### config.mk
export PLATFORM = sky130hd
export DESIGN_NAME = ser_param_flat
export DESIGN_NICKNAME = d
export VERILOG_FILES = /design/src/rtl/ser_param_if.sv /design/src/rtl/ser_param.sv /design/src/flat_wrapper.sv
export SDC_FILE = /design/constraint.sdc
export NUM_CORES = 1
export LEC_CHECK = 0
export CORE_MARGIN = 2
export CORE_UTILIZATION = 30
export DETAILED_ROUTE_END_ITERATION = 8
export GPL_TIMING_DRIVEN = 0
export HOLD_SLACK_MARGIN = 0.05
export SYNTH_ARGS = -nofsm -noshare
export SYNTH_HDL_FRONTEND = slang
export SYNTH_SLANG_ARGS = --single-unit
### constraint.sdc
create_clock -name clock -period 1.84 [get_ports clock]
set_clock_uncertainty 0.15 [all_clocks]
set_input_delay 0.184 -clock clock [delete_from_list [all_inputs] [get_ports clock]]
set_output_delay 0.184 -clock clock [all_outputs]
set_load 0.01 [all_outputs]
### src/rtl/ser_param_if.sv
// Word handshake between the word generator (master) and the serializer (slave).
// data_ready is driven by the serializer and reflects an empty holding buffer.
interface ser_param_if #(
    parameter int DATA_W = 8
);
    logic [DATA_W-1:0] data_in;
    logic              data_valid;
    logic              data_ready;

    modport master (output data_in, output data_valid, input data_ready);
    modport slave  (input data_in, input data_valid, output data_ready);
endinterface

### src/rtl/ser_param.sv
// Parametrised parallel-to-serial converter with a one-word holding buffer,
// gap-free back-to-back framing, frame marker, underrun pulse and word counter.
module ser_param #(
    parameter int DATA_W    = 8,
    parameter bit MSB_FIRST = 1'b1,
    parameter bit IDLE_BIT  = 1'b0,
    parameter int COUNT_W   = 16
) (
    input  logic               clock,
    input  logic               reset,
    input  logic               enable,
    ser_param_if.slave         bus,
    output logic               data_out,
    output logic               frame_start,
    output logic               busy,
    output logic               underrun,
    output logic [COUNT_W-1:0] word_count
);

    localparam int                BIT_W    = $clog2(DATA_W);
    localparam logic [BIT_W-1:0]  LAST_BIT = BIT_W'(DATA_W - 1);

    typedef enum logic {
        S_IDLE,
        S_SHIFT
    } state_t;

    state_t               r_state;
    logic [DATA_W-1:0]    r_hold;
    logic                 r_hold_full;
    logic [DATA_W-1:0]    r_shift;
    logic [BIT_W-1:0]     r_bit_cnt;
    logic                 r_data_out;
    logic                 r_frame_start;
    logic                 r_busy;
    logic                 r_underrun;
    logic [COUNT_W-1:0]   r_word_count;

    logic                 w_accept;
    logic                 w_first_bit;
    logic                 w_next_bit;
    logic [DATA_W-1:0]    w_shift_next;
    logic                 w_last;

    // Accept only into an empty buffer; the drain edge can never coincide with an accept.
    assign w_accept     = bus.data_valid && !r_hold_full;
    assign w_first_bit  = MSB_FIRST ? r_hold[DATA_W-1] : r_hold[0];
    assign w_next_bit   = MSB_FIRST ? r_shift[DATA_W-2] : r_shift[1];
    assign w_shift_next = MSB_FIRST ? (r_shift << 1) : (r_shift >> 1);
    assign w_last       = (r_bit_cnt == LAST_BIT);

    assign bus.data_ready = !r_hold_full;
    assign data_out       = r_data_out;
    assign frame_start    = r_frame_start;
    assign busy           = r_busy;
    assign underrun       = r_underrun;
    assign word_count     = r_word_count;

    always_ff @(posedge clock or posedge reset) begin
        if (reset) begin
            r_state       <= S_IDLE;
            r_hold        <= '0;
            r_hold_full   <= 1'b0;
            r_shift       <= '0;
            r_bit_cnt     <= '0;
            r_data_out    <= IDLE_BIT;
            r_frame_start <= 1'b0;
            r_busy        <= 1'b0;
            r_underrun    <= 1'b0;
            r_word_count  <= '0;
        end else begin
            // NOTE: non-blocking assignments throughout, so every branch below reads
            // pre-edge values (e.g. r_hold is drained before a new accept lands).
            r_frame_start <= 1'b0;
            r_underrun    <= 1'b0;

            if (w_accept) begin
                r_hold      <= bus.data_in;
                r_hold_full <= 1'b1;
            end

            if (enable) begin
                case (r_state)
                    S_IDLE: begin
                        r_data_out <= IDLE_BIT;
                        if (r_hold_full) begin
                            r_shift       <= r_hold;
                            r_hold_full   <= 1'b0;
                            r_bit_cnt     <= '0;
                            r_state       <= S_SHIFT;
                            r_busy        <= 1'b1;
                            r_data_out    <= w_first_bit;
                            r_frame_start <= 1'b1;
                        end
                    end
                    S_SHIFT: begin
                        if (w_last) begin
                            r_word_count <= r_word_count + COUNT_W'(1);
                            if (r_hold_full) begin
                                r_shift       <= r_hold;
                                r_hold_full   <= 1'b0;
                                r_bit_cnt     <= '0;
                                r_data_out    <= w_first_bit;
                                r_frame_start <= 1'b1;
                            end else begin
                                r_state    <= S_IDLE;
                                r_busy     <= 1'b0;
                                r_data_out <= IDLE_BIT;
                                r_underrun <= 1'b1;
                            end
                        end else begin
                            r_shift    <= w_shift_next;
                            r_data_out <= w_next_bit;
                            r_bit_cnt  <= r_bit_cnt + BIT_W'(1);
                        end
                    end
                endcase
            end
        end
    end

endmodule

### src/flat_wrapper.sv
// flat-port wrapper written by rule: the top's interface ports become plain ports
module ser_param_flat 
#(
    parameter int DATA_W    = 8,
    parameter bit MSB_FIRST = 1'b1,
    parameter bit IDLE_BIT  = 1'b0,
    parameter int COUNT_W   = 16
)
  (clock, reset, enable, data_out, frame_start, busy, underrun, word_count, bus_data_in, bus_data_valid, bus_data_ready);
  ser_param_if #(.DATA_W(DATA_W)) bus_i ();
  input  logic clock;
  input  logic reset;
  input  logic enable;
  output logic data_out;
  output logic frame_start;
  output logic busy;
  output logic underrun;
  output logic [COUNT_W-1:0] word_count;
  input wire logic [$bits(bus_i.data_in)-1:0] bus_data_in;
  input wire logic [$bits(bus_i.data_valid)-1:0] bus_data_valid;
  output wire logic [$bits(bus_i.data_ready)-1:0] bus_data_ready;
  assign bus_i.data_in = bus_data_in;
  assign bus_i.data_valid = bus_data_valid;
  assign bus_data_ready = bus_i.data_ready;
  ser_param #(.DATA_W(DATA_W), .MSB_FIRST(MSB_FIRST), .IDLE_BIT(IDLE_BIT), .COUNT_W(COUNT_W)) u_core (.clock(clock), .reset(reset), .enable(enable), .bus(bus_i), .data_out(data_out), .frame_start(frame_start), .busy(busy), .underrun(underrun), .word_count(word_count));
endmodule
---- Word-level counts from Yosys, hierarchy flattened ----
Cells that the tools add are included.
Widths: inputs -> output; s select.
storage, ports and cells
  word-level logic and storage cells ...... 49
  input bits .............................. 12
  bits in registers ....................... 41
operators by class
  muxes and demuxes ....................... 28
  reductions and logical operators ........ 4
  add/subtract/negate cells ............... 2
  bitwise gates (word level) .............. 1
  equality and inequality tests ........... 4
operators by type and width
  cell                   number
  $mux 1                 17
  $add 16x1->16 const B  1
  $mux 8                 2
  $pmux 8 s2             1
  $pmux 1 s2             5
  $mux 3                 2
  $pmux 3 s2             1
  $ne 2x2->1 const B     2
  $reduce_and 4->1       1
  $add 3x1->3 const B    1
  $eq 3x3->1 const B     1
  $reduce_and 3->1       1
  $ne 2x1->1 const B     1
  $logic_and 1x1->1      1
  $logic_not 1->1        1
  $not 1->1              1

---- Longest topological paths before layout ----
  depth in word-level cells ............... 7
  mapped depth ............................ 8
  depth with buffers taken out ............ 7

---- Least setup slack after synthesis ----
OpenSTA, ideal clock, no wires.
  path type ............................... register -> register
  start ................................... register u_core.r_bit_cnt[0]
  end ..................................... register u_core.r_word_count[12] (netlist: u_core.word_count[12])
  library setup time ...................... 0.079 ns
  cell stages (with the launch flop) ...... 7
  setup slack ............................. -0.075 ns
  arrival time ............................ 1.686 ns
  cell sequence ........................... dfrtp_1 -> ha_1 -> ha_1 -> nand3_2 -> or4_4 -> nor3_2 -> xor2_1
between the ends
  longest elaborated chain between the ends .. 2
RTL lines
  item                               line              RTL
  from (decl)                        ser_param.sv:32   logic [BIT_W-1:0] r_bit_cnt;
  from (signal assigned)             ser_param.sv:114  r_bit_cnt <= r_bit_cnt + BIT_W'(1);
  $eq 3x3->1                         ser_param.sv:50   assign w_last = (r_bit_cnt == LAST_BIT);
  $reduce_and 3->1 (no source line)  n/a
  to (signal assigned)               ser_param.sv:98   r_word_count <= r_word_count + COUNT_W'(1);
  to (decl)                          ser_param.sv:37   logic [COUNT_W-1:0] r_word_count;
No other way between the ends.
A chain may end at the register's enable or synchronous reset.

---- Worst setup path in the final report ----
  start ................................... register u_core.r_bit_cnt[0]
  end ..................................... register u_core.r_word_count[14] (netlist: u_core.word_count[14])
The elaborated chain is that of the path after synthesis.

==> summary.md <==
| Metric | Value |
|---|---|
| Initial antenna violation count | 0 |
| Syn Std Cell Area | 0.00169 mm^2 |
| Post-layout nets | 208 |
| DRT iter0 DRCs | 21 |
| Area after DPL | 0.00213 mm^2 |
| Area share of the largest cell type after synthesis | 0.591 |
| Via/cell ratio | 4.46 |
| First-pass GRT wire length | 5.20 mm |
| Peak VDD IR | 0.000567 V |
| Final Cell Area | 0.00233 mm^2 |
| Worst Reg-to-Reg Cells | 6 |
| Worst setup EP type | flop |
| Die span in y | 79.1 um |
| Largest area contributor in the netlist | dfrtp_1 |
| WL/cell | 11.5 um |
| R2R Setup Slk | -0.008 ns |
| Sequential fraction of the synthesis area | 0.591 |
| Post-route clock period utilization | 1.00 |
| Total routed wirelength | 3.04 mm |
| Power per cell area | 1050 mW/mm^2 |
| DP HPWL | 2.11 mm |
| Total leakage power | 0.00101 uW |
| Min Tclk post-route | 1.85 ns |
| CP startpoint kind | flop |
| Vias in the first global route | 1148 |
| Ys Warns | 0 |
| Reg clk slew, reported paths | 0.08 ns |
| Max FO, Critical Path | 4 |
| WP data required | 1.91 ns |
| Crit path to | u_core.word_count[14] |
| H-tree lvl count | 2 |
| WHS | 0.217 ns |
| N_diodes | 0 |
| Yosys reg bits | 40 |
| IO Pins | 33 |
| Final Slew Violations | 0 |
| Post-route ant nets | 0 |
| Distinct cells, synth | 25 |
| I/O Buffers | 32 |
| Total Routing Usage GR | 0.107 |
| Gpl congestion | 0.732 |
| Initial core utilization | 0.309 |
| Reg2reg start | u_core.r_bit_cnt[0] |
| Core area | 0.00547 mm^2 |
| Fin cells | 265 |
| Setup crit start | u_core.r_bit_cnt[0] |
| Final setup vio count | 2 |
| Number of remaining DRC errors | 0 |
| Longest Clk Path Bufs | 2 |
| Final Hold Vio Count | 0 |
| Slew HR | 0.463 |
| Row count | 27 |
| Vias | 1182 |
| Most frequent cells in the layout | 40 x dfrtp_1, 32 x clkdlybuf4s50_1, 18 x nor2_1 |
| Root Buffer | clkbuf_8 |
| Status | finished, violations left |
| Synth Area per Inst | 11.4 um^2 |
| Die W | 79.1 um |
| Max cap viols | 0 |
| Actual slew at the worst max-slew pin | 0.805 ns |
| Syn Nets | 164 |
| Share of layout cells above drive strength 1 | 0.192 |
| Worst hold path type | in2async |
| Critical path arrival | 1.92 ns |
| Largest net degree at the start of global routing | 41 |
| Area contributors post-synth | dfrtp_1 59%, mux2_2 6.0%, xnor2_1 5.7%, nor2_1 4.4%, ha_1 3.0% |
| Dpl cells | 252 |
| Cts bufs inserted | 5 |
| First-pass detailed-route iteration total | 3 |
| Area grow syn2layout | 37.6% |
| PnR worst setup slack | -0.00786 ns |
| Worst-skew pair later-pin latency | 0.29 ns |
| Critical R2R Capture | u_core.word_count[14] |
| WS Path Type | reg2reg |
| Clk sinks | 40 |
| TritonCTS clock tree | built |
| Most common cell after layout, fill and taps aside | dfrtp_1 |
| Congestion Overflow GR | 0 |
| Max Freq | 541 MHz |
| Mapped Cells | 148 |
| Die area | 0.00626 mm^2 |
| RSZ-0062 raised after global routing | true |
| Violated checks | setup timing |
[synth_stat cells]
cell and n:
a21oi_1 3, a22o_1 3, and2_1 1, clkbuf_1 4, dfrtp_1 40, ha_1 4
inv_1 9, mux2_2 9, nand2_1 9, nand3_1 5, nand3_2 1, nand3b_1 1
nand4_1 4, nor2_1 20, nor2b_1 2, nor3_2 2, nor4_1 1, o21a_1 1
o21ai_0 4, o221ai_1 1, o22ai_1 6, or2_2 2, or4_4 1, xnor2_1 11
xor2_1 4
[layout make-up]
cell class | instances | area (um^2)
repair buffers | 39 | 373
fillers | 540 | 3140
flip-flops and latches | 40 | 1000
clock buffers | 7 | 96.3
clock inverters | 1 | 30.0
multi-input cells | 95 | 698
plain buffers | 2 | 7.51
well taps | 72 | 90.1
inverters | 9 | 33.8
[layer usage]
metal	global-route usage	wire length (um)	up-vias	part of all wire
li1	-	-	591	-
met1	0.133	1370	557	0.45
met2	0.172	1470	26	0.48
met3	0.0364	153	8	0.050
met4	0.0414	45	0	0.015
met5	0	0	-	0
[worst min-delay path by stage]
stage,from,cells past startpoint,to
2_1_floorplan,bus_data_valid,2,u_core.r_hold_full
3_3_place_gp,u_core.word_count[15],1,u_core.word_count[15]
3_5_place_dp,u_core.r_hold[7],2,u_core.data_out
4_1_cts,reset,2,u_core.word_count[14]
5_1_grt,reset,2,u_core.word_count[15]
6_report,reset,2,u_core.word_count[11]
[critical path, cell delays in order (launching register included)]
cell     delay (ns)
dfrtp_1        0.40
ha_4           0.16
ha_4           0.14
nand3_4        0.09
or4_4          0.55
nor3_2         0.15
xor2_1         0.15
[report_power, final]
group	internal, uW	total (uW)	switching [uW]
logic	279	466	187
clock network	479	780	301
registers	1070	1210	136
total	1830	2460	624
[timing repair]
action / CTS / global route
pin swaps: 3 / 4
hold buffers: 0 / 0
endpoints found under the setup margin: 19 / 20
buffers inserted: 4 / 3
gates resized for setup: 3 / 5
[kinds of logic (layout without fill, tap and decap cells)]
kind of cell,count (synthesis),in the layout,synth area share
AND/OR/NAND/NOR,49,49,0.145
flip-flops,40,40,0.591
AO/OA/AOI/OAI,18,18,0.0680
XOR/XNOR,15,15,0.0776
buffers and inverters,13,58,0.0288
multiplexers,9,9,0.0599
adder cells (fa/ha/maj),4,4,0.0296
[state kept, by name, summed over array words and instances (netlist names)]
signal,count
u_core.r_bit_cnt,3
u_core.word_count,16
u_core.data_out,1
u_core.r_state,1
u_core.busy,1
u_core.frame_start,1
u_core.r_shift,7
u_core.underrun,1
u_core.r_hold_full,1
u_core.r_hold,8
[through the flow]
stage           util  setup TNS, ns  total power, uW  setup WS (ns)
6_report       0.426       -0.00831             2460       -0.00786
5_1_grt        0.426         -0.477             2610         -0.102
4_1_cts        0.418         -0.213             2470        -0.0656
3_5_place_dp   0.389          -2.39             1660         -0.190
3_3_place_gp   0.389         -13.95             1650         -0.293
2_1_floorplan      -              0             1480         0.0124
(Power assumes the default switching activity.)
